==> config.mk <==
export PLATFORM = sky130hd
export DESIGN_NAME = router_dest_reader
export DESIGN_NICKNAME = d
export VERILOG_FILES = /design/src/rtl/router_dest_reader.sv
export SDC_FILE = /design/constraint.sdc
export NUM_CORES = 1
export LEC_CHECK = 0
export BUFFER_PORTS_ARGS = -buffer_cell sky130_fd_sc_hd__buf_2
export CAP_MARGIN = 20
export CORE_MARGIN = 2
export CORE_UTILIZATION = 62
export CTS_BUF_LIST = sky130_fd_sc_hd__clkbuf_4 sky130_fd_sc_hd__clkbuf_8 sky130_fd_sc_hd__clkbuf_16
export DETAILED_ROUTE_END_ITERATION = 8
export PLACE_DENSITY = 0.86
export REMOVE_ABC_BUFFERS = 1
export SYNTH_ARGS = -nofsm -noshare
export SYNTH_HDL_FRONTEND = slang
export SYNTH_SLANG_ARGS = --single-unit
==> constraint.sdc <==
create_clock -name clk -period 7.95 [get_ports clk]
set_input_delay 1.59 -clock clk [delete_from_list [all_inputs] [get_ports clk]]
set_output_delay 1.59 -clock clk [all_outputs]
set_load 0.05 [all_outputs]
==> src/rtl/router_dest_reader.sv <==
// router_dest_reader: destination-side consumer for one router output FIFO.
// Drains one packet at a time ({len,addr} header, len payload bytes, XOR
// parity byte), streams the payload out, checks parity and address, and keeps
// packet/error counters. The FIFO has a one-cycle read latency, so every read
// strobe is tracked by rd_pend_q and the byte is captured on the following edge.
module router_dest_reader #(
    parameter logic [1:0] ADDR       = 2'b00,
    parameter int         READ_DELAY = 0,
    parameter int         CNT_W      = 16
) (
    input  logic             clk,
    input  logic             resetn,
    input  logic             valid_out,
    input  logic [7:0]       data_out,
    input  logic             soft_reset,
    output logic             read_enb,
    output logic             byte_valid,
    output logic [7:0]       byte_data,
    output logic [5:0]       pkt_len,
    output logic             pkt_done,
    output logic             parity_err,
    output logic             addr_err,
    output logic             abort,
    output logic             busy,
    output logic [CNT_W-1:0] pkt_cnt,
    output logic [CNT_W-1:0] err_cnt
);

    typedef enum logic [1:0] {
        S_IDLE = 2'd0,
        S_WAIT = 2'd1,
        S_READ = 2'd2,
        S_DONE = 2'd3
    } state_t;

    // Last value of the wait counter before moving on to READ.
    localparam logic [4:0] WAIT_LAST = 5'((READ_DELAY > 0) ? READ_DELAY - 1 : 0);

    state_t           state_q, state_d;
    logic [4:0]       wait_q, wait_d;

    logic [6:0]       issued_q;      // reads issued for the current packet
    logic [6:0]       recv_q;        // bytes captured for the current packet
    logic             hdr_seen_q;    // header captured, len_q is valid
    logic             rd_pend_q;     // a read was issued last cycle
    logic [5:0]       len_q;
    logic [1:0]       addr_q;
    logic [7:0]       acc_q;         // running XOR of header and payload

    logic             byte_valid_q;
    logic [7:0]       byte_data_q;
    logic             done_q;
    logic             perr_q;
    logic             aerr_q;
    logic             abort_q;
    logic [CNT_W-1:0] pkt_cnt_q;
    logic [CNT_W-1:0] err_cnt_q;

    logic [6:0]       len_ext;
    logic [6:0]       limit;
    logic             kill;
    logic             capture;
    logic             last_capture;
    logic             rd_en;

    // Until the header arrives only two reads are allowed: the header itself and
    // a speculative second read, which is safe because every packet carries at
    // least a parity byte after the header.
    assign len_ext      = {1'b0, len_q};
    assign limit        = hdr_seen_q ? (len_ext + 7'd2) : 7'd2;
    // Soft reset only matters while a packet is being fetched; DONE has already
    // consumed the whole packet, so it completes normally.
    assign kill         = soft_reset && ((state_q == S_WAIT) || (state_q == S_READ));
    assign capture      = (state_q == S_READ) && rd_pend_q;
    // recv_q is never 0 when this matches, so a stale len_q during the header
    // capture cannot trigger it.
    assign last_capture = capture && (recv_q == (len_ext + 7'd1));
    assign rd_en        = (state_q == S_READ) && valid_out && !soft_reset && (issued_q < limit);

    assign read_enb   = rd_en;
    assign byte_valid = byte_valid_q;
    assign byte_data  = byte_data_q;
    assign pkt_len    = len_q;
    assign pkt_done   = done_q;
    assign parity_err = perr_q;
    assign addr_err   = aerr_q;
    assign abort      = abort_q;
    assign busy       = (state_q != S_IDLE);
    assign pkt_cnt    = pkt_cnt_q;
    assign err_cnt    = err_cnt_q;

    // State register and pre-read wait counter.
    always_ff @(posedge clk or negedge resetn) begin
        if (!resetn) begin
            state_q <= S_IDLE;
            wait_q  <= '0;
        end else begin
            state_q <= state_d;
            wait_q  <= wait_d;
        end
    end

    // Next-state logic: IDLE -> (WAIT) -> READ -> DONE -> IDLE, soft reset aborts.
    always_comb begin
        state_d = state_q;
        wait_d  = wait_q;
        unique case (state_q)
            S_IDLE: begin
                wait_d = '0;
                if (valid_out) begin
                    state_d = (READ_DELAY == 0) ? S_READ : S_WAIT;
                end
            end
            S_WAIT: begin
                if (soft_reset || !valid_out) begin
                    state_d = S_IDLE;
                end else if (wait_q == WAIT_LAST) begin
                    state_d = S_READ;
                end else begin
                    wait_d = wait_q + 5'd1;
                end
            end
            S_READ: begin
                if (soft_reset) begin
                    state_d = S_IDLE;
                end else if (last_capture) begin
                    state_d = S_DONE;
                end
            end
            S_DONE: begin
                state_d = S_IDLE;
            end
            default: begin
                state_d = S_IDLE;
            end
        endcase
    end

    // Read tracking, byte capture, parity/address check, pulses and counters.
    always_ff @(posedge clk or negedge resetn) begin
        if (!resetn) begin
            issued_q     <= '0;
            recv_q       <= '0;
            hdr_seen_q   <= 1'b0;
            rd_pend_q    <= 1'b0;
            len_q        <= '0;
            addr_q       <= '0;
            acc_q        <= '0;
            byte_valid_q <= 1'b0;
            byte_data_q  <= '0;
            done_q       <= 1'b0;
            perr_q       <= 1'b0;
            aerr_q       <= 1'b0;
            abort_q      <= 1'b0;
            pkt_cnt_q    <= '0;
            err_cnt_q    <= '0;
        end else begin
            byte_valid_q <= 1'b0;
            done_q       <= 1'b0;
            perr_q       <= 1'b0;
            aerr_q       <= 1'b0;
            abort_q      <= 1'b0;
            if (kill) begin
                // Drop the packet, including any byte still in flight.
                abort_q    <= 1'b1;
                err_cnt_q  <= err_cnt_q + CNT_W'(1);
                issued_q   <= '0;
                recv_q     <= '0;
                hdr_seen_q <= 1'b0;
                rd_pend_q  <= 1'b0;
            end else begin
                rd_pend_q <= rd_en;
                if (rd_en) begin
                    issued_q <= issued_q + 7'd1;
                end
                if (capture) begin
                    recv_q <= recv_q + 7'd1;
                    if (recv_q == 7'd0) begin
                        len_q      <= data_out[7:2];
                        addr_q     <= data_out[1:0];
                        acc_q      <= data_out;
                        hdr_seen_q <= 1'b1;
                    end else if (recv_q <= len_ext) begin
                        byte_valid_q <= 1'b1;
                        byte_data_q  <= data_out;
                        acc_q        <= acc_q ^ data_out;
                    end else begin
                        done_q <= 1'b1;
                        perr_q <= (acc_q != data_out);
                        aerr_q <= (addr_q != ADDR);
                    end
                end
                if (state_q == S_DONE) begin
                    pkt_cnt_q <= pkt_cnt_q + CNT_W'(1);
                    if (perr_q || aerr_q) begin
                        err_cnt_q <= err_cnt_q + CNT_W'(1);
                    end
                    issued_q   <= '0;
                    recv_q     <= '0;
                    hdr_seen_q <= 1'b0;
                end
            end
        end
    end

endmodule

After elaboration in Yosys (flattened, before gate mapping)
Cells that the tools add are included.
{"block": "classes", "eq_ne": 10, "mux": 43, "addsub": 7, "reduce_logical": 31, "bitwise": 3, "n_lt_le_gt_ge": 2}
{"operator": "$mux W7", "count": 7}
{"operator": "$mux W16", "count": 3}
{"operator": "$add A16 B1 Y16 const B", "count": 2}
{"operator": "$mux W1", "count": 22}
{"operator": "$mux W8", "count": 2}
{"operator": "$add A7 B1 Y7 const B", "count": 2}
{"operator": "$reduce_and A3 Y1", "count": 4}
{"operator": "$reduce_bool A2 Y1", "count": 6}
{"operator": "$mux W2", "count": 5}
{"operator": "$mux W5", "count": 2}
{"operator": "$pmux W5 S2", "count": 1}
{"operator": "$reduce_bool A3 Y1", "count": 3}
{"operator": "$ne A8 B8 Y1", "count": 1}
{"operator": "$pmux W2 S4", "count": 1}
{"operator": "$xor A8 B8 Y8", "count": 1}
{"operator": "$add A6 B1 Y7 const B", "count": 1}
{"operator": "$add A6 B2 Y7 const B", "count": 1}
{"operator": "$eq A7 B7 Y1", "count": 1}
{"operator": "$le A7 B6 Y1", "count": 1}
{"operator": "$logic_not A7 Y1", "count": 1}
{"operator": "$lt A7 B7 Y1", "count": 1}
{"operator": "$logic_and A1 B1 Y1", "count": 6}
{"operator": "$ne A2 B2 Y1 const B", "count": 3}
{"operator": "$reduce_and A2 Y1", "count": 3}
{"operator": "11 further kinds", "count": 16}
{"block": "word_totals", "reg_bits": 84, "inputBits": 12}

Longest topological paths before layout
{"block": "logic_depth", "word_depth": 7, "depth_mapped": 10}

Least setup slack after synthesis
Ideal clock, no wire load.
{"block": "synth_timing", "path_type": "in2out", "from": "in soft_reset", "to": "out read_enb", "stages": 3, "required_time_ns": 6.360, "slack_ns": 3.311, "n_path_buf": 0, "arrival_ns": 3.049, "path_cell_list": "nand2b_4 -> a2111o_1 -> a21oi_1"}
{"block": "synth_between", "elab_chain_cells": 3}
{"item": "from (decl)", "line_no": "15", "text": "input logic soft_reset,"}
{"item": "$logic_not A1 Y1", "line_no": "78", "text": "assign rd_en = (state_q == S_READ) && valid_out && !soft_reset && (issued_q < limit);"}
{"item": "$logic_and A1 B1 Y1 (2 in a row)", "line_no": "78"}
{"item": "to (decl)", "line_no": "16", "text": "output logic read_enb,"}
Every way passes these cells.

Final worst setup path
Ends and elaborated chain as after synthesis.

==> run metrics <==
status finished clean; Pre-antenna DRT Iters 4; fill count 477; Clock Power Share 21.3%; Int Power 0.8515 mW; Sink Count 84; Hold Path End pkt_cnt[15]; CP Class in2out; Max Cap Viol 0; Slew Limit Fails 0; R2R Path End issued_q[4]; Clock Path Buffers 2; crit path capture type output port; H-tree levels 3; RR Startpoint pkt_len[1]; Initial DRC Count 276; Syn-to-layout area delta 13.98%; worst min-delay path category reg2reg; Starting Density 64.75%; Post-Route Setup TNS 0 ns; Critical Path Start Type primary input; Setup Buffers After CTS 0; DRT Wirelength 9.079 mm; critical path, cell by cell buf_2 -> nand2b_4 -> a2111o_1 -> a21oi_1 -> buf_2; commonest non-fill, non-tap cell in the layout dfrtp_1; most common flop cell mapped by yosys dfrtp_1; Post-DP HPWL 6.443 mm; Final Cycle Share 56.72%; vias in the first global route 3329; Placement Cell Area 4835 µm²; fin nets 535; WL/cell 15.18 µm; die area 7868 µm²; synthesized flop and latch total 84; IO Port Bufs 64; # diodes 0; r2r setup slk 5.09 ns; most frequent CP cell buf_2; post-CTS sizing 0; ANT nets after route 0; die height 88.70 µm; Syn Area/Cell 10.27 µm²; via count 3411; worst slew pin tran 0.8377 ns; DR vias/cell 5.704; Ports 65; register area share after synthesis 47.26%; hold_sp pkt_cnt[15]; Root Driver clkbuf_8; post-route DRC violation count 0; GRT Overall Usage 24.81%; Sw Ratio 43.79%; Arrival @ worst endpoint 2.92 ns; leak pwr 2.572 nW; CTS tree yes; final setup skew 0.01589 ns; clock slew at reported path FFs 0.08 ns; final instance area 5070 µm²; Peak VDD IR 0.3073 mV; part of the power in registers 40.2%; share of cells above drive strength 1 18.13%; Synth area leaders dfrtp_1, ha_1, xnor2_1; final hold vios 0; WP data required 6.36 ns; worst skew pair latency 0.37 ns; CP max-delay cell a2111o_1; most frequent cells in the layout dfrtp_1, buf_2, nand2_1, inv_1, xnor2_1; combinational share of power 38.5%; post-layout min period 4.510 ns; TritonCTS buffer count 9; CORE AREA 6869 µm²; PD cells 298.8 nW/µm²; Die Wd 88.70 µm; P_sw 0.6635 mW; synth warn 0; number of enable flip-flop cells after synthesis 0; leading area contributor after synthesis dfrtp_1; GPL Wtd Cong 0.8665; Gate Count Post-Synth 433; slew margin rel. 43.89%; row count 30; gr ovfl total 0; count of final setup violators 0; largest net degree at the start of global routing 85; Max Clk Rate 0.2218 GHz; first-pass GRT wire length 15.25 mm; hold_buf cts 0; post-synth top area share 47.26%; FF/Latch Area 2102 µm²; Synth Cell Area 4448 µm²; RSZ-0062 raised after global routing no; worst-path maximum fanout 6; CP max stage delay 0.45 ns; initial antenna violation count 0; FF-to-FF path depth 9; Post-synth ARST share 100.0%; hold depth 1; Worst Hold Slack 0.4779 ns; area occupied by multi-input gates 2158 µm²; count of different cell masters after synthesis 51
## flip-flops by register name, summed over array words and instances (netlist names)
register and count:
pkt_done 1, acc_q 8, hdr_seen_q 1, pkt_len 6, wait_q 5, pkt_cnt 16, err_cnt 16, byte_valid 1
addr_q 2, rd_pend_q 1, state_q 2, byte_data 8, issued_q 7, recv_q 7, addr_err 1, abort 1
parity_err 1
## layout make-up
cell class,count,area share [%]
clock buffers,11,2.986
inverters,35,2.591
repair buffers,65,6.910
well taps,96,2.369
multi-input cells,303,42.57
clock inverters,4,1.111
flip-flops and latches,84,41.46
## routing by layer
layer | GRT usage (%) | vias up | share of wire (%)
li1 | - | 1614 | -
met1 | 32.05 | 1680 | 43
met2 | 41.45 | 100 | 51
met3 | 4.384 | 17 | 4.9
met4 | 10.06 | 0 | 1.8
met5 | 0 | - | 0
## worst max-delay path by stage
| stage | start | endpoint | slack (ns) | cells after the start |
|---|---|---|---|---|
| CTS | soft_reset | read_enb | 3.45 | 5 |
| global placement | soft_reset | read_enb | 3.48 | 5 |
| detailed placement | soft_reset | read_enb | 3.45 | 5 |
| global route | pkt_len[1] | read_enb | 3.36 | 9 |
| floorplan | soft_reset | read_enb | 3.31 | 3 |
| finish | soft_reset | read_enb | 3.44 | 5 |
## power by group through the flow
stage          registers (mW)  clock network (mW)  logic [mW]
4_1_cts                 0.608               0.326       0.583
3_5_place_dp            0.615                   0       0.575
5_1_grt                 0.621               0.345       0.634
3_3_place_gp            0.606                   0       0.558
6_report                0.609               0.323       0.583
2_1_floorplan           0.752                   0       0.287
## worst max-delay path: cells and delay by family
kind / cells / cell delay (ns)
buffers and inverters: 2 / 0.45
and+or+nand+nor: 1 / 0.15
AOI/OAI and AO/OA: 2 / 0.73
## kinds of logic after synthesis
family / share of synthesized area, %
xor+xnor: 11.81
simple gates: 16.62
buf+inv: 4.219
mux: 3.263
flops: 47.26
fa+ha+maj: 7.032
compound gates: 9.789
## metrics by stage
stage / power, mW / util (%) / setup WS (ns) / cells
2_1_floorplan: 1.039 / - / 3.311 / 422
3_3_place_gp: 1.164 / 70.38 / 3.479 / 582
3_5_place_dp: 1.190 / 70.38 / 3.451 / 582
4_1_cts: 1.516 / 73.41 / 3.448 / 597
5_1_grt: 1.601 / 73.81 / 3.359 / 598
6_report: 1.515 / 73.81 / 3.441 / 598
## synthesized netlist by cell type (all sizes together) (2+ instances only)
master and number:
nand3b 4, a21oi 11, and3 8, and2 3, dfrtp 84, a21o 3, a2111oi 4, xor2 26
a2111o 2, o32ai 7, nor2 34, nand2b 4, nor4 3, a211o 2, nor4b 2, clkbuf 6
xnor2 34, nand3 16, nand2 43, buf 5, inv 35, a31oi 2, nor3 12, nand4 8
mux2 12, o21ai 22, ha 25, nor2b 3
(Power assumes the default switching activity.)
